$ cat src/rtl/cpu_pkg.sv
// rtl/cpu_pkg.sv - shared CPU types: word sizes, fetch FSM states, fetch queue entry
package cpu_pkg;

    localparam int WORD_W    = 32;
    localparam int INS_BYTES = 4;

    typedef enum logic [1:0] {
        S_IDLE,
        S_WAIT,
        S_FLUSH
    } fetch_state_t;

    typedef struct packed {
        logic [WORD_W-1:0] ins;
        logic [WORD_W-1:0] pc;
    } fetch_entry_t;

endpackage

$ cat src/rtl/fetch_queue.sv
// rtl/fetch_queue.sv - DEPTH-entry circular prefetch FIFO; flush beats push/pop
module fetch_queue
    import cpu_pkg::*;
#(
    parameter int DEPTH = 2,
    parameter int CW    = $clog2(DEPTH + 1)
) (
    input  logic                clk,
    input  logic                rstd,
    input  logic                flush,
    input  logic                push,
    input  fetch_entry_t        push_data,
    input  logic                pop,
    output logic [CW-1:0]       count,
    output fetch_entry_t        head
);

    localparam int PW = (DEPTH > 1) ? $clog2(DEPTH) : 1;

    fetch_entry_t        mem [DEPTH];
    logic [PW-1:0]       wr_ptr;
    logic [PW-1:0]       rd_ptr;

    // Storage and pointers; pointers wrap naturally because DEPTH is a power of 2.
    // Storage is cleared on reset so the head reads zero until the first push.
    always_ff @(posedge clk or posedge rstd) begin
        if (rstd) begin
            wr_ptr <= '0;
            rd_ptr <= '0;
            count  <= '0;
            for (int i = 0; i < DEPTH; i++) begin
                mem[i] <= '0;
            end
        end else if (flush) begin
            wr_ptr <= '0;
            rd_ptr <= '0;
            count  <= '0;
        end else begin
            if (push) begin
                mem[wr_ptr] <= push_data;
                wr_ptr      <= wr_ptr + PW'(1);
            end
            if (pop) begin
                rd_ptr <= rd_ptr + PW'(1);
            end
            count <= count + CW'(push) - CW'(pop);
        end
    end

    assign head = mem[rd_ptr];

endmodule

$ cat src/rtl/fetch_unit.sv
// rtl/fetch_unit.sv - instruction fetch front end; optional FETCH_STALL_CNT_EN adds stall_cnt
module fetch_unit
    import cpu_pkg::*;
#(
    parameter logic [WORD_W-1:0] RESET_PC = 32'h00000000,
    parameter int                DEPTH    = 2
) (
    input  logic              clk,
    input  logic              rstd,
    input  logic              redirect,
    input  logic [WORD_W-1:0] redirect_pc,
    output logic              imem_req,
    output logic [WORD_W-1:0] imem_addr,
    input  logic              imem_ack,
    input  logic [WORD_W-1:0] imem_rdata,
    output logic              ins_valid,
    output logic [WORD_W-1:0] ins,
    output logic [WORD_W-1:0] ins_pc,
    output logic [WORD_W-1:0] nextpc,
    input  logic              ins_ready
`ifdef FETCH_STALL_CNT_EN
    ,
    output logic [31:0]       stall_cnt
`endif
);

    localparam int CW = $clog2(DEPTH + 1);

    fetch_state_t      state, state_nxt;
    logic [WORD_W-1:0] fetch_pc, fetch_pc_nxt;
    logic [WORD_W-1:0] addr_nxt;
    logic              req_nxt;
    logic [CW-1:0]     count, count_nxt;
    logic              ack, push, pop, can_issue;
    fetch_entry_t      head, push_data;

    // An ack only counts against an outstanding request; redirect kills both push and pop.
    assign ack       = imem_ack && imem_req;
    assign push      = (state == S_WAIT) && ack && !redirect;
    assign pop       = ins_valid && ins_ready && !redirect;
    assign count_nxt = redirect ? '0 : (count + CW'(push) - CW'(pop));
    assign can_issue = !redirect && (count_nxt < CW'(DEPTH));
    assign push_data = '{ins: imem_rdata, pc: imem_addr};

    fetch_queue #(.DEPTH(DEPTH), .CW(CW)) u_queue (
        .clk       (clk),
        .rstd      (rstd),
        .flush     (redirect),
        .push      (push),
        .push_data (push_data),
        .pop       (pop),
        .count     (count),
        .head      (head)
    );

    assign ins_valid = (count != '0);
    assign ins       = head.ins;
    assign ins_pc    = head.pc;
    assign nextpc    = head.pc + WORD_W'(INS_BYTES);

    // Next-state, next fetch address and request control.
    always_comb begin
        state_nxt    = state;
        fetch_pc_nxt = fetch_pc;
        addr_nxt     = imem_addr;
        req_nxt      = imem_req;
        case (state)
            S_IDLE: begin
                if (can_issue) begin
                    addr_nxt     = fetch_pc;
                    fetch_pc_nxt = fetch_pc + WORD_W'(INS_BYTES);
                    req_nxt      = 1'b1;
                    state_nxt    = S_WAIT;
                end
            end
            S_WAIT: begin
                if (redirect) begin
                    if (ack) begin
                        req_nxt   = 1'b0;
                        state_nxt = S_IDLE;
                    end else begin
                        state_nxt = S_FLUSH;
                    end
                end else if (ack) begin
                    if (can_issue) begin
                        addr_nxt     = fetch_pc;
                        fetch_pc_nxt = fetch_pc + WORD_W'(INS_BYTES);
                    end else begin
                        req_nxt   = 1'b0;
                        state_nxt = S_IDLE;
                    end
                end
            end
            S_FLUSH: begin
                if (ack) begin
                    req_nxt   = 1'b0;
                    state_nxt = S_IDLE;
                end
            end
            default: begin
                req_nxt   = 1'b0;
                state_nxt = S_IDLE;
            end
        endcase
        if (redirect) begin
            fetch_pc_nxt = redirect_pc & ~WORD_W'(3);
        end
    end

    // FSM, fetch PC and the registered memory request.
    always_ff @(posedge clk or posedge rstd) begin
        if (rstd) begin
            state     <= S_IDLE;
            fetch_pc  <= RESET_PC;
            imem_req  <= 1'b0;
            imem_addr <= '0;
        end else begin
            state     <= state_nxt;
            fetch_pc  <= fetch_pc_nxt;
            imem_req  <= req_nxt;
            imem_addr <= addr_nxt;
        end
    end

`ifdef FETCH_STALL_CNT_EN
    // Saturating count of cycles where decode wanted an instruction but none was ready.
    always_ff @(posedge clk or posedge rstd) begin
        if (rstd) begin
            stall_cnt <= '0;
        end else if (ins_ready && !ins_valid && !redirect && (stall_cnt != '1)) begin
            stall_cnt <= stall_cnt + 32'd1;
        end
    end
`endif

endmodule
$ cat config.mk
export PLATFORM = sky130hd
export DESIGN_NAME = fetch_unit
export DESIGN_NICKNAME = d
export VERILOG_FILES = /design/src/rtl/cpu_pkg.sv /design/src/rtl/fetch_queue.sv /design/src/rtl/fetch_unit.sv
export SDC_FILE = /design/constraint.sdc
export NUM_CORES = 1
export LEC_CHECK = 0
export ABC_AREA = 1
export CAP_MARGIN = 0
export CORE_MARGIN = 1
export CORE_UTILIZATION = 51
export DETAILED_ROUTE_END_ITERATION = 16
export PLACE_DENSITY = 0.88
export SLEW_MARGIN = 0
export SYNTH_ARGS = -nofsm -noshare
export SYNTH_HDL_FRONTEND = slang
export SYNTH_SLANG_ARGS = --single-unit
$ cat constraint.sdc
create_clock -name clk -period 9.2 [get_ports clk]
set_input_delay 2.3 -clock clk [delete_from_list [all_inputs] [get_ports clk]]
set_output_delay 2.3 -clock clk [all_outputs]
set_load 0.005 [all_outputs]
== Word level (Yosys, flattened, before mapping) ==
Cells that the tools add are included.

* Register bits: 199
* Bits of input ports: 69

* Reduce and logical (&&, ||, !) cells: 19
* Eq/ne operators: 8
* Add/sub/neg operators: 6
* Multiplexer cells: 32
* Bitwise gates (word level): 3
* Order comparisons: 4

{| class="wikitable"
|+ Operator list
! cell !! number
|-
| 2-to-1 mux 64 bit || 4
|-
| 2-to-1 mux 32 bit || 6
|-
| bitwise mux 128 bit || 1
|-
| case mux 32 bit (2 select lines) || 2
|-
| adder 32 x 3 -> 32 bit (second input constant) || 2
|-
| demux 64 bit (select 1 bit) || 1
|-
| 2-to-1 mux 2 bit || 7
|-
| 2-to-1 mux 1 bit || 9
|-
| != test 2 bit (second input constant) || 4
|-
| nonzero test 2 bit || 4
|-
| logical AND 1 bit || 7
|-
| != test 3 bit (second input constant) || 2
|-
| case mux 2 bit (3 select lines) || 1
|-
| AND reduction 3 bit || 2
|-
| >= comparator 2 bit (second input constant) || 2
|-
| NOT 1 -> 2 bit || 2
|-
| AND reduction 2 bit || 2
|-
| AND reduction 4 bit || 1
|-
| case mux 1 bit (3 select lines) || 1
|-
| nonzero test 3 bit || 1
|-
| adder 1 bit (second input constant) || 2
|-
| adder 2 x 1 -> 2 bit || 1
|-
| == test 2 x 1 -> 1 bit (second input constant) || 1
|-
| == test 2 bit (second input constant) || 1
|-
| other kinds (6) || 6
|}

== Longest topological paths before layout ==
Gate-level depths: netlist (run 1).

* Depth after elaboration: 12
* Depth in mapped cells: 18

== Cells and area by module ==
A second synthesis (run 1) with hierarchy kept.

* Cells, all modules: 1219
* Area, all modules: 10603.9 um2

{| class="wikitable"
|+ Modules (own cells, without submodules)
! module !! area an instance (um2) !! times used !! sequential area each (um2) !! cells an instance
|-
| fetch_queue || 6304.8 || 1 || 3303.2 || 573
|-
| fetch_unit || 4299.1 || 1 || 1576.5 || 646
|}

== Worst setup path after synthesis (run 1) ==
Ideal clock, no wire load.

* Path kind: input-to-reg
* Start point: in redirect
* End point: reg fetch_pc[3]
* Cell stages on the path: 16
* Slack: 4.788 ns
* Arrival time: 4.293 ns
* Required time: 9.081 ns
* Path through: buf_2 > clkbuf_1 > nor2_1 > ha_1 > inv_1 > ha_1 > inv_1 > nand2_1 > nand2_1 > nand2_1 > nand2_1 > nand2_4 > nand2_1 > buf_2 > o21ai_0 > o21a_1

* Cells in the longest elaborated chain, start to end: 11
* Elaborated cells between the ends (all ways): 15

{| class="wikitable"
|+ RTL lines
! element !! RTL line !! source
|-
| start, declared || fetch_unit.sv:10 || <nowiki>input logic redirect,</nowiki>
|-
| zero test 1 bit || fetch_unit.sv:39, fetch_unit.sv:40, fetch_unit.sv:42 ||
|-
| logical AND 1 bit || fetch_unit.sv:39 || <nowiki>assign push = (state == S_WAIT) && ack && !redirect;</nowiki>
|-
| adder 2 x 1 -> 2 bit || fetch_unit.sv:41 || <nowiki>assign count_nxt = redirect ? '0 : (count + CW'(push) - CW'(pop));</nowiki>
|-
| subtractor 2 x 1 -> 2 bit || fetch_unit.sv:41 ||
|-
| 2-to-1 mux 2 bit || fetch_unit.sv:41 ||
|-
| less-than comparator 2 bit || fetch_unit.sv:42 || <nowiki>assign can_issue = !redirect && (count_nxt < CW'(DEPTH));</nowiki>
|-
| logical AND 1 bit || fetch_unit.sv:42 ||
|-
| 2-to-1 mux 32 bit (2 in series) || n/a ||
|-
| case mux 32 bit (2 select lines) || n/a ||
|-
| 2-to-1 mux 32 bit || fetch_unit.sv:105 || <nowiki>if (redirect) begin</nowiki>
|-
| end signal, assigned || fetch_unit.sv:119 || <nowiki>fetch_pc <= fetch_pc_nxt;</nowiki>
|-
| end, declared || fetch_unit.sv:30 || <nowiki>logic [WORD_W-1:0] fetch_pc, fetch_pc_nxt;</nowiki>
|}

Several ways; a longest one is shown, not always the timed one. The select of a mux whose other input is x is not followed.
A chain may end at the register's enable or synchronous reset.

== Worst setup path after layout (run 1) ==
* Start point: reg u_queue.rd_ptr
* End point: out nextpc[16]

* Cells in the longest elaborated chain, start to end: 5

{| class="wikitable"
|+ RTL lines
! element !! RTL line !! source
|-
| start, declared || fetch_queue.sv:22 || <nowiki>logic [PW-1:0] rd_ptr;</nowiki>
|-
| start signal, assigned || fetch_queue.sv:44 || <nowiki>rd_ptr <= rd_ptr + PW'(1);</nowiki>
|-
| NOT 1 -> 2 bit (implied by the code) || fetch_queue.sv:50 || <nowiki>assign head = mem[rd_ptr];</nowiki>
|-
| 2-to-1 mux 64 bit (implied by the code) (3 in series) || fetch_queue.sv:50 ||
|-
| adder 32 x 3 -> 32 bit || fetch_unit.sv:59 || <nowiki>assign nextpc = head.pc + WORD_W'(INS_BYTES);</nowiki>
|-
| end, declared || fetch_unit.sv:19 || <nowiki>output logic [WORD_W-1:0] nextpc,</nowiki>
|}

Every way passes these cells. The select of a mux whose other input is x is not followed.

==> results.sh, run 1 <==
export IMPL_critPathKind="flop to output pin"
export IMPL_yosys_mux_area_fraction_pct=0
export IMPL_fmax_mhz=166
export IMPL_numPortBuffers=190
export IMPL_grt_pass1_vias=8426
export IMPL_width_of_the_die_um=142
export IMPL_tritoncts="built"
export IMPL_clock_tree_htree_level_count=4
export IMPL_area_taken_by_multi_input_logic_gates_mm2=0.00439
export IMPL_reg2reg_depth=16
export IMPL_cts_hold_buffers_added=0
export IMPL_worst_ep_required_time_ns=6.90
export IMPL_syn_inst=1356
export IMPL_start_util_pct=52.8
export IMPL_core_area_mm2=0.0190
export IMPL_grt_max_degree=126
export IMPL_critPathMaxStageDelay_ns=0.68
export IMPL_dp_hpwl_um=17700
export IMPL_ir_drop_uv=152
export IMPL_crit_slowest_cell="sky130_fd_sc_hd__dfrtp_2"
export IMPL_dp_slack_ns=3.62
export IMPL_critical_path_most_common_cell="sky130_fd_sc_hd__nand2_1"
export IMPL_yosys_cell_types_count=37
export IMPL_synth_xor_area_share_pct=2.01
export IMPL_cts_resized=0
export IMPL_regArea_mm2=0.00478
export IMPL_grt_pass1_wl_um=42100
export IMPL_combinational_family_with_the_most_area_after_synthesis="simple AND/OR/NAND/NOR gates"
export IMPL_gp_congestion=0.878
export IMPL_ys_warnings_count=0
export IMPL_r2r_slack_ns=6.25
export IMPL_drt_wirelength_per_cell_um=14.5
export IMPL_worst_pin_slew_ns=1.16
export IMPL_clk_path_buf_depth=2
export IMPL_hp_class="flop to flop"
export IMPL_dr_pass1_iters=5
export IMPL_final_max_tran_viols=0
export IMPL_power_density_mw_per_mm2=295
export IMPL_timing_hold_violations_final=0
export IMPL_design_area_mm2=0.0126
export IMPL_worstSetupEndpointType="output pin"
export IMPL_grt_remaining_overflow=0
export IMPL_cts_clk_slew_worst_paths_ns=0.07
export IMPL_p_leak_nw=5.98
export IMPL_groute_usage_overall_pct=26.4
export IMPL_post_route_cells_drive_above_1_share_pct=6.75
export IMPL_cp_startpoint="u_queue.rd_ptr$_DFFE_PP0P_"
export IMPL_synth_compound_area_share_pct=9.45
export IMPL_cts_buffers_inserted=17
export IMPL_finalCritPeriodShare_pct=65.4
export IMPL_cp_startpoint_kind="flop"
export IMPL_row_count=50
export IMPL_clock_tree_root_cell="sky130_fd_sc_hd__clkbuf_16"
export IMPL_rsz_0062_raised_after_global_routing="false"
export IMPL_clk_insertion_delay_late_ns=0.43
export IMPL_chipHeight_um=142
export IMPL_die_area_mm2=0.0203
export IMPL_timing_critical_path_fanout_max=63
export IMPL_route_vias_total=9209
export IMPL_post_synth_and_or_nand_nor_area_fraction_pct=31.5
export IMPL_detail_route_drc_violations=0
export IMPL_outcome="complete, no violations"
export IMPL_timing_final_setup_violations=0
export IMPL_max_slew_margin_pct=22.7
export IMPL_finalWirelength_um=25900
export IMPL_total_of_max_cap_violations=0
export IMPL_yosys_register_bits=191
export IMPL_crit_path_cell_trace="buf_4 -> inv_8 -> nand2_1 -> nand2_1 -> ha_1 -> nand3_2 -> nor2_2 -> nand3_1 -> xnor2_1 -> clkdlybuf4s50_1"
export IMPL_synth_sequential_area_ratio_pct=47.6
export IMPL_sink_count=191
export IMPL_grt_antenna_before_repair=0
export IMPL_post_route_min_period_ns=6.02
export IMPL_syn_to_final_growth_pct=25.1
export IMPL_post_cts_setup_buffer_count=0
export IMPL_detail_route_antenna_nets=0
export IMPL_totalNegativeSetupSlack_ns=0
export IMPL_fillers=1612
export IMPL_layout_cells_most_common_list="552 x sky130_fd_sc_hd__nand2_1, 190 x sky130_fd_sc_hd__dfrtp_1, 190 x sky130_fd_sc_hd__clkdlybuf4s50_1, 164 x sky130_fd_sc_hd__o21ai_0, 135 x sky130_fd_sc_hd__inv_1"
export IMPL_drt_iter0_markers=716
export IMPL_io_pin_count=199
export IMPL_number_of_diodes_added_for_antenna_fixing=0
export IMPL_placement_cell_area_mm2=0.0120
export IMPL_worstPathArrival_ns=3.72
export IMPL_synth_adder_area_share_pct=0.498
export IMPL_layout_commonest_cell="sky130_fd_sc_hd__nand2_1"
export IMPL_crit_reg2reg_capture="imem_addr[2]$_DFFE_PP0P_"
export IMPL_rr_startpoint="u_queue.count[1]$_DFF_PP0_"
export IMPL_timing_final_ws_setup_ns=3.18
export IMPL_netlist_area_mm2=0.0100
export IMPL_finalHoldWorstSlack_ns=0.485
export IMPL_drt_vias_per_instance=5.16
export IMPL_worst_clock_skew_ns=0.0101
export IMPL_design_final_nets=1586
export IMPL_postSynthAreaPerCell_um2=7.41
export IMPL_crit_path_end="nextpc[16]"
-- where the power goes --
| group | leakage (nW) | switching, mW | internal [mW] |
|---|---|---|---|
| Sequential | 2.48 | 0.252 | 1.16 |
| Combinational | 3.22 | 0.803 | 0.730 |
| Clock | 0.287 | 0.346 | 0.411 |
| Total | 5.98 | 1.40 | 2.30 |
-- critical path: cells and delay by family (launching register included) --
kind	cells	cell delay, ns
flops	1	0.68
buf+inv	3	1.27
simple gates	5	0.83
xor+xnor	1	0.17
fa+ha+maj	1	0.32
-- layer usage --
metal	GRT usage, %	vias up	wire [µm]
met1	37.3	4323	11700
met4	7.07	0	393
met3	3.97	38	1580
li1	-	4494	-
met5	0	-	0
met2	42.3	354	12200
-- worst min path at each step --
stage | from | to | slack (ns) | cells past startpoint
6_report | u_queue.mem[4]$_DFFE_PP0P_ | u_queue.mem[4]$_DFFE_PP0P_ | 0.48 | 2
3_5_place_dp | u_queue.mem[31]$_DFFE_PP0P_ | u_queue.mem[31]$_DFFE_PP0P_ | 0.47 | 2
2_1_floorplan | u_queue.mem[31]$_DFFE_PP0P_ | u_queue.mem[31]$_DFFE_PP0P_ | 0.45 | 2
3_3_place_gp | u_queue.mem[31]$_DFFE_PP0P_ | u_queue.mem[31]$_DFFE_PP0P_ | 0.46 | 2
4_1_cts | u_queue.mem[31]$_DFFE_PP0P_ | u_queue.mem[31]$_DFFE_PP0P_ | 0.49 | 2
5_1_grt | u_queue.mem[110]$_DFFE_PP0P_ | u_queue.mem[110]$_DFFE_PP0P_ | 0.50 | 2
-- logic make-up (layout without fill, tap and decap cells) --
logic type               Yosys count  in the layout
buffers and inverters            201            366
adder cells (fa/ha/maj)            4              4
other                              1              6
AO/OA/AOI/OAI                    183            183
XOR/XNOR                          23             23
AND/OR/NAND/NOR                  753            753
flip-flops                       191            191
-- cell type report --
| class | count | share of cell area [%] |
|---|---|---|
| flip-flops and latches | 191 | 38.0 |
| multi-input cells | 969 | 35.0 |
| repair buffers | 193 | 15.3 |
| inverters | 141 | 4.31 |
| clock buffers | 17 | 3.38 |
| well taps | 260 | 2.59 |
| clock inverters | 15 | 1.41 |
-- metrics by stage --
step	std cells	power [mW]	utilization, %
after floorplan	1361	2.19	-
after global placement	1754	2.88	62.9
after detailed placement	1754	2.94	62.9
after CTS	1786	3.71	66.1
after global routing	1786	3.96	66.1
final	1786	3.71	66.1
-- synthesized netlist by cell type --
cell                       number  area (µm²)
sky130_fd_sc_hd__nand2_4        6        67.6
sky130_fd_sc_hd__xor2_1        14         123
sky130_fd_sc_hd__inv_2          3        11.3
sky130_fd_sc_hd__buf_4          8        60.1
sky130_fd_sc_hd__or2_2          5        31.3
sky130_fd_sc_hd__inv_1        136         510
sky130_fd_sc_hd__a21oi_1        1        5.00
sky130_fd_sc_hd__nor2_1        70         263
sky130_fd_sc_hd__xnor2_1        9        78.8
sky130_fd_sc_hd__nor2_2        14        87.6
sky130_fd_sc_hd__clkinv_1       1        3.75
sky130_fd_sc_hd__nor2_4         5        56.3
sky130_fd_sc_hd__o21ai_1        8        40.0
sky130_fd_sc_hd__ha_1           4        50.1
sky130_fd_sc_hd__nor3_1         1        5.00
sky130_fd_sc_hd__a21boi_0       1        7.51
sky130_fd_sc_hd__o21ai_0      164         821
sky130_fd_sc_hd__o31ai_1        1        7.51
sky130_fd_sc_hd__nand3_2        2        20.0
sky130_fd_sc_hd__o21a_1         2        15.0
sky130_fd_sc_hd__a21oi_4        1        16.3
sky130_fd_sc_hd__o211ai_1       4        30.0
sky130_fd_sc_hd__nor3_4         1        16.3
sky130_fd_sc_hd__nor2_8         1        20.0
sky130_fd_sc_hd__clkbuf_1      24        90.1
sky130_fd_sc_hd__nand4_1        2        12.5
sky130_fd_sc_hd__buf_8          3        45.0
sky130_fd_sc_hd__buf_2         18        90.1
sky130_fd_sc_hd__inv_8          1        11.3
sky130_fd_sc_hd__o21bai_1       1        7.51
sky130_fd_sc_hd__buf_6          7        78.8
sky130_fd_sc_hd__nand3_1       65         325
sky130_fd_sc_hd__nand2_1      552        2070
sky130_fd_sc_hd__conb_1         1        3.75
sky130_fd_sc_hd__nand3b_1       2        15.0
sky130_fd_sc_hd__nand2_2       27         169
sky130_fd_sc_hd__dfrtp_1      191        4780
-- sequential cells by signal, summed over array words and instances, names as in the netlist --
register / cells
imem_addr: 30
u_queue.count: 2
u_queue.mem: 124
u_queue.rd_ptr: 1
u_queue.wr_ptr: 1
fetch_pc: 30
imem_req: 1
state: 2
Power figures use the tool's default switching activity.
==> run 2: changes to the inputs <==
- clock period: 9.2 -> 5.7 ns (I/O delays scaled with it)
==> run 2 against run 1 <==
  * Final cell count up 0.17%
  * Hold slack worse by 0.0019 ns
  * Via count down 0.22%
  * Critical path depth down 2
  * Wire length down 1.1%
  * Critical endpoint unchanged
  * First-iteration DRC count up 6.6%
  * Utilization down 0.17 points
  * Clock power up 49%
  * Non-clock buffer count up 3
  * Largest cell class unchanged
  * Sequential cell count unchanged
==> results.sh, run 2 (synthesized netlist as in run 1, its figures left out) <==
export IMPL_worst_pin_slew_ns=1.16
export IMPL_grt_max_degree=126
export IMPL_design_final_nets=1589
export IMPL_crit_reg2reg_capture="imem_addr[22]$_DFFE_PP0P_"
export IMPL_route_vias_total=9189
export IMPL_cts_hold_buffers_added=0
export IMPL_timing_final_setup_violations=0
export IMPL_cp_startpoint_kind="flop"
export IMPL_grt_remaining_overflow=0
export IMPL_post_cts_setup_buffer_count=0
export IMPL_drt_vias_per_instance=5.14
export IMPL_post_route_min_period_ns=4.88
export IMPL_syn_to_final_growth_pct=24.8
export IMPL_clock_tree_root_cell="sky130_fd_sc_hd__clkbuf_16"
export IMPL_finalWirelength_um=25600
export IMPL_clk_path_buf_depth=2
export IMPL_reg_largest_list="u_queue.mem (124), fetch_pc (30), imem_addr (30)"
export IMPL_cts_clk_slew_worst_paths_ns=0.07
export IMPL_outcome="complete, no violations"
export IMPL_core_area_mm2=0.0190
export IMPL_design_power_total_mw=5.89
export IMPL_width_of_the_die_um=142
export IMPL_chipHeight_um=142
export IMPL_grt_antenna_before_repair=0
export IMPL_clk_insertion_delay_late_ns=0.43
export IMPL_reg2reg_depth=17
export IMPL_clock_tree_htree_level_count=4
export IMPL_timing_hold_violations_final=0
export IMPL_dr_pass1_iters=5
export IMPL_grt_pass1_wl_um=41800
export IMPL_number_of_diodes_added_for_antenna_fixing=0
export IMPL_drt_iter0_markers=763
export IMPL_worst_ep_required_time_ns=4.28
export IMPL_total_of_max_cap_violations=0
export IMPL_hold_path_depth=2
export IMPL_rr_startpoint="u_queue.count[1]$_DFF_PP0_"
export IMPL_p_leak_nw=5.97
export IMPL_final_core_utilization_pct=65.9
export IMPL_design_area_mm2=0.0125
export IMPL_fillers=1595
export IMPL_fmax_mhz=205
export IMPL_timing_critical_path_fanout_max=39
export IMPL_whs_endpoint="u_queue.mem[31]$_DFFE_PP0P_"
export IMPL_grt_pass1_vias=8460
export IMPL_dp_slack_ns=1.26
export IMPL_place_detailed_instances=1757
export IMPL_hp_class="flop to flop"
export IMPL_totalNegativeSetupSlack_ns=0
export IMPL_post_route_cells_drive_above_1_share_pct=6.87
export IMPL_regMostFlops="u_queue.mem"
export IMPL_cts_buffers_inserted=17
export IMPL_drt_wirelength_per_cell_um=14.3
export IMPL_worst_clock_skew_ns=0.0122
export IMPL_cts_resized=0
export IMPL_final_max_tran_viols=0
export IMPL_r2r_slack_ns=2.68
export IMPL_detail_route_antenna_nets=0
export IMPL_layout_cells_most_common_list="552 x sky130_fd_sc_hd__nand2_1, 190 x sky130_fd_sc_hd__dfrtp_1, 190 x sky130_fd_sc_hd__clkdlybuf4s50_1, 164 x sky130_fd_sc_hd__o21ai_0, 135 x sky130_fd_sc_hd__inv_1"
export IMPL_final_cell_count_no_fill=1789
export IMPL_start_util_pct=52.8
export IMPL_row_count=50
export IMPL_gp_congestion=0.913
export IMPL_numPortBuffers=190
export IMPL_die_area_mm2=0.0203
export IMPL_rsz_0062_raised_after_global_routing="false"
export IMPL_max_slew_margin_pct=22.6
export IMPL_io_pin_count=199
export IMPL_worstSetupEndpointType="output pin"
export IMPL_groute_usage_overall_pct=26.1
export IMPL_layout_commonest_cell="sky130_fd_sc_hd__nand2_1"
export IMPL_timing_final_ws_setup_ns=0.820
export IMPL_placement_cell_area_mm2=0.0120
export IMPL_critPathKind="flop to output pin"
export IMPL_finalHoldWorstSlack_ns=0.483
export IMPL_dp_hpwl_um=17900
export IMPL_tritoncts="built"
export IMPL_largest_register_ff_count=124
export IMPL_worstPathArrival_ns=3.46
export IMPL_ir_drop_uv=253
export IMPL_finalCritPeriodShare_pct=85.6
export IMPL_worst_hold_startpoint="u_queue.mem[31]$_DFFE_PP0P_"
export IMPL_detail_route_drc_violations=0
export IMPL_sink_count=191
export IMPL_power_density_mw_per_mm2=470
==> run 2: cell types whose count changed in the layout (fill, tap and decap cells not counted) <==
cell	delta
sky130_fd_sc_hd__buf_4	+3
sky130_fd_sc_hd__bufinv_16	-2
sky130_fd_sc_hd__clkbuf_1	+1
sky130_fd_sc_hd__clkinv_2	+2
sky130_fd_sc_hd__clkinv_4	-2
sky130_fd_sc_hd__inv_6	+1
==> run 2: final cells by class <==
| type | count | area, µm² | share of cell area [%] |
|---|---|---|---|
| clock buffer | 18 | 429 | 3.42 |
| sequential | 191 | 4780 | 38.1 |
| tap | 260 | 325 | 2.59 |
| multi-input combinational | 969 | 4390 | 35.0 |
| clock inverter | 14 | 120 | 0.958 |
| inverter | 141 | 541 | 4.31 |
| timing repair buffer | 196 | 1950 | 15.5 |
==> run 2: power breakdown <==
part / internal [mW] / switching [mW]
clock network: 0.576 / 0.553
logic: 1.18 / 1.29
registers: 1.88 / 0.416
total: 3.63 / 2.26
==> run 2: routing by layer <==
metal	global-route usage [%]	wire length [µm]
met1	37.0	11500
met2	41.7	12100
met3	3.16	1580
met4	8.66	488
met5	0	0
==> run 2: how the worst max path moves through the flow <==
stage,start,endpoint
floorplan,rstd,fetch_pc[10]$_DFFE_PP0P_
global placement,u_queue.rd_ptr$_DFFE_PP0P_,nextpc[16]
detailed placement,u_queue.rd_ptr$_DFFE_PP0P_,nextpc[16]
CTS,u_queue.rd_ptr$_DFFE_PP0P_,nextpc[16]
global route,u_queue.rd_ptr$_DFFE_PP0P_,nextpc[18]
finish,u_queue.rd_ptr$_DFFE_PP0P_,nextpc[16]
==> run 2: worst max-delay path, stage by stage, from the launching register on <==
cell                              delay [ns]
sky130_fd_sc_hd__dfrtp_2                0.95
sky130_fd_sc_hd__o21ai_1                0.31
sky130_fd_sc_hd__inv_1                  0.19
sky130_fd_sc_hd__ha_1                   0.30
sky130_fd_sc_hd__nand3_2                0.17
sky130_fd_sc_hd__nor2_2                 0.23
sky130_fd_sc_hd__nand3_1                0.16
sky130_fd_sc_hd__xnor2_1                0.17
sky130_fd_sc_hd__clkdlybuf4s50_1        0.53
==> run 3: changes to the inputs <==
- CAP_MARGIN: 0 -> 15
- SLEW_MARGIN: 0 -> 20
==> run 3 against run 2 <==
  * Die area unchanged
  * Register-to-register slack worse by 0.05 ns
  * Critical path type unchanged
  * Sequential cell count is the same
  * First-iteration DRC count decreased by 5.9%
  * Worst setup slack better by 0.019 ns
  * Critical endpoint unchanged
  * Cell area grew 0.14%
  * Sequential share of layout area shrank 0.053 points
  * Clock skew about the same
==> results.sh, run 3 (synthesized netlist as in run 1, its figures left out) <==
export IMPL_final_cell_count_no_fill=1789
export IMPL_numPortBuffers=190
export IMPL_tritoncts="built"
export IMPL_reg2reg_depth=13
export IMPL_cts_clk_slew_worst_paths_ns=0.07
export IMPL_largest_register_ff_count=124
export IMPL_core_area_mm2=0.0190
export IMPL_cp_startpoint_kind="flop"
export IMPL_io_pin_count=199
export IMPL_dp_hpwl_um=17900
export IMPL_place_detailed_instances=1757
export IMPL_max_slew_margin_pct=41.3
export IMPL_ir_drop_uv=253
export IMPL_cts_resized=0
export IMPL_worstSetupEndpointType="output pin"
export IMPL_crit_path_cell_trace="o21ai_1 -> inv_1 -> ha_1 -> nand3_2 -> nor2_2 -> nand3_1 -> xnor2_1 -> clkdlybuf4s50_1"
export IMPL_grt_antenna_before_repair=0
export IMPL_finalHoldWorstSlack_ns=0.484
export IMPL_rsz_0062_raised_after_global_routing="false"
export IMPL_timing_final_ws_setup_ns=0.839
export IMPL_hp_class="flop to flop"
export IMPL_worst_ep_required_time_ns=4.28
export IMPL_detail_route_antenna_nets=0
export IMPL_route_vias_total=9208
export IMPL_regMostFlops="u_queue.mem"
export IMPL_clk_path_buf_depth=2
export IMPL_worst_clock_skew_ns=0.0120
export IMPL_layout_commonest_cell="sky130_fd_sc_hd__nand2_1"
export IMPL_clock_tree_htree_level_count=4
export IMPL_crit_cells=8
export IMPL_critical_path_top_delay_family="flip-flops"
export IMPL_hold_path_depth=2
export IMPL_syn_to_final_growth_pct=25.0
export IMPL_worstPathArrival_ns=3.44
export IMPL_row_count=50
export IMPL_groute_usage_overall_pct=26.1
export IMPL_grt_max_degree=126
export IMPL_outcome="complete, no violations"
export IMPL_final_max_tran_viols=0
export IMPL_cts_hold_buffers_added=0
export IMPL_drt_iter0_markers=718
export IMPL_timing_hold_violations_final=0
export IMPL_drt_wirelength_per_cell_um=14.3
export IMPL_design_final_nets=1589
export IMPL_sequentialPowerShare_pct=38.9
export IMPL_number_of_diodes_added_for_antenna_fixing=0
export IMPL_grt_pass1_wl_um=41800
export IMPL_p_leak_nw=5.96
export IMPL_critical_path_buf_inv_count=2
export IMPL_critPathMaxStageDelay_ns=0.94
export IMPL_crit_slowest_cell="sky130_fd_sc_hd__dfrtp_2"
export IMPL_post_cts_setup_buffer_count=0
export IMPL_p_sw_share_pct=38.3
export IMPL_clock_tree_root_cell="sky130_fd_sc_hd__clkbuf_16"
export IMPL_dr_pass1_iters=5
export IMPL_start_util_pct=52.8
export IMPL_fmax_mhz=206
export IMPL_critPathKind="flop to output pin"
export IMPL_total_switching_power_mw=2.26
export IMPL_chipHeight_um=142
export IMPL_clk_insertion_delay_late_ns=0.42
export IMPL_combinationalPowerShare_pct=42.0
export IMPL_reg_largest_list="u_queue.mem (124), fetch_pc (30), imem_addr (30)"
export IMPL_cts_buffers_inserted=17
export IMPL_worst_pin_slew_ns=0.880
export IMPL_post_route_min_period_ns=4.86
export IMPL_clock_power_share_pct=19.1
export IMPL_total_of_max_cap_violations=0
export IMPL_die_area_mm2=0.0203
export IMPL_timing_critical_path_fanout_max=39
export IMPL_finalCritPeriodShare_pct=85.3
export IMPL_design_power_total_mw=5.89
export IMPL_grt_remaining_overflow=0
export IMPL_sink_count=191
export IMPL_internal_power_mw=3.63
export IMPL_finalWirelength_um=25600
export IMPL_power_density_mw_per_mm2=469
export IMPL_layout_cells_most_common_list="552 x sky130_fd_sc_hd__nand2_1, 190 x sky130_fd_sc_hd__dfrtp_1, 190 x sky130_fd_sc_hd__clkdlybuf4s50_1, 164 x sky130_fd_sc_hd__o21ai_0, 135 x sky130_fd_sc_hd__inv_1"
export IMPL_timing_final_setup_violations=0
export IMPL_gp_congestion=0.913
export IMPL_drt_vias_per_instance=5.15
export IMPL_dp_slack_ns=1.26
export IMPL_post_route_cells_drive_above_1_share_pct=6.87
export IMPL_detail_route_drc_violations=0
export IMPL_totalNegativeSetupSlack_ns=0
export IMPL_width_of_the_die_um=142
export IMPL_grt_pass1_vias=8460
run 3: cell counts in the layout (fill, tap and decap cells not counted):
No cell type changed its count.
run 3: power groups by stage:
stage / clock network [mW] / logic (mW) / registers [mW]
2_1_floorplan: 0 / 1.35 / 2.18
3_3_place_gp: 0 / 2.38 / 2.27
3_5_place_dp: 0 / 2.46 / 2.30
4_1_cts: 1.14 / 2.48 / 2.28
5_1_grt: 1.20 / 2.75 / 2.35
6_report: 1.12 / 2.48 / 2.29
run 3: path summary, 6_finish.rpt:
| path | start | to | slack [ns] |
|---|---|---|---|
| worst max-delay path | u_queue.rd_ptr$_DFFE_PP0P_ | nextpc[16] | 0.84 |
| worst min-delay path | u_queue.mem[31]$_DFFE_PP0P_ | u_queue.mem[31]$_DFFE_PP0P_ | 0.48 |
| worst max register to register | state[1]$_DFFE_PP0P_ | imem_addr[22]$_DFFE_PP0P_ | 2.63 |
| worst min register to register | u_queue.mem[31]$_DFFE_PP0P_ | u_queue.mem[31]$_DFFE_PP0P_ | 0.48 |
| max in group asynchronous | rstd | u_queue.mem[67]$_DFFE_PP0P_ | 3.31 |
| min in group asynchronous | rstd | u_queue.wr_ptr$_DFFE_PP0P_ | 1.31 |
run 3: per-stage QoR:
stage          util [%]  cell area (µm²)
2_1_floorplan         -            10100
3_3_place_gp       63.0            12000
3_5_place_dp       63.0            12000
4_1_cts            65.9            12500
5_1_grt            66.0            12600
6_report           66.0            12600
run 3: final cells by class:
| cell class | count | area (µm²) |
|---|---|---|
| fillers | 1593 | 6460 |
| repair buffers | 196 | 1950 |
| clock buffers | 18 | 429 |
| well taps | 260 | 325 |
| multi-input cells | 969 | 4410 |
| clock inverters | 14 | 120 |
| inverters | 141 | 541 |
| flip-flops and latches | 191 | 4780 |
run 3: layer usage:
layer  wire length (µm)  track usage, %
met5                  0               0
met4                489            8.66
met3               1540            3.16
met2              12100            41.7
met1              11500            37.0
run 3: worst reg2reg max path, stage by stage (launching register included):
cell and delay, ns:
sky130_fd_sc_hd__dfrtp_1 0.44, sky130_fd_sc_hd__inv_2 0.11, sky130_fd_sc_hd__nand2_4 0.08, sky130_fd_sc_hd__nor3_4 0.39
sky130_fd_sc_hd__ha_1 0.25, sky130_fd_sc_hd__inv_1 0.04, sky130_fd_sc_hd__nand2_1 0.07, sky130_fd_sc_hd__nand3_1 0.08
sky130_fd_sc_hd__nand2_1 0.24, sky130_fd_sc_hd__nand2_4 0.12, sky130_fd_sc_hd__nor2_8 0.60, sky130_fd_sc_hd__buf_4 0.38
sky130_fd_sc_hd__nand2_1 0.09, sky130_fd_sc_hd__o21ai_0 0.10
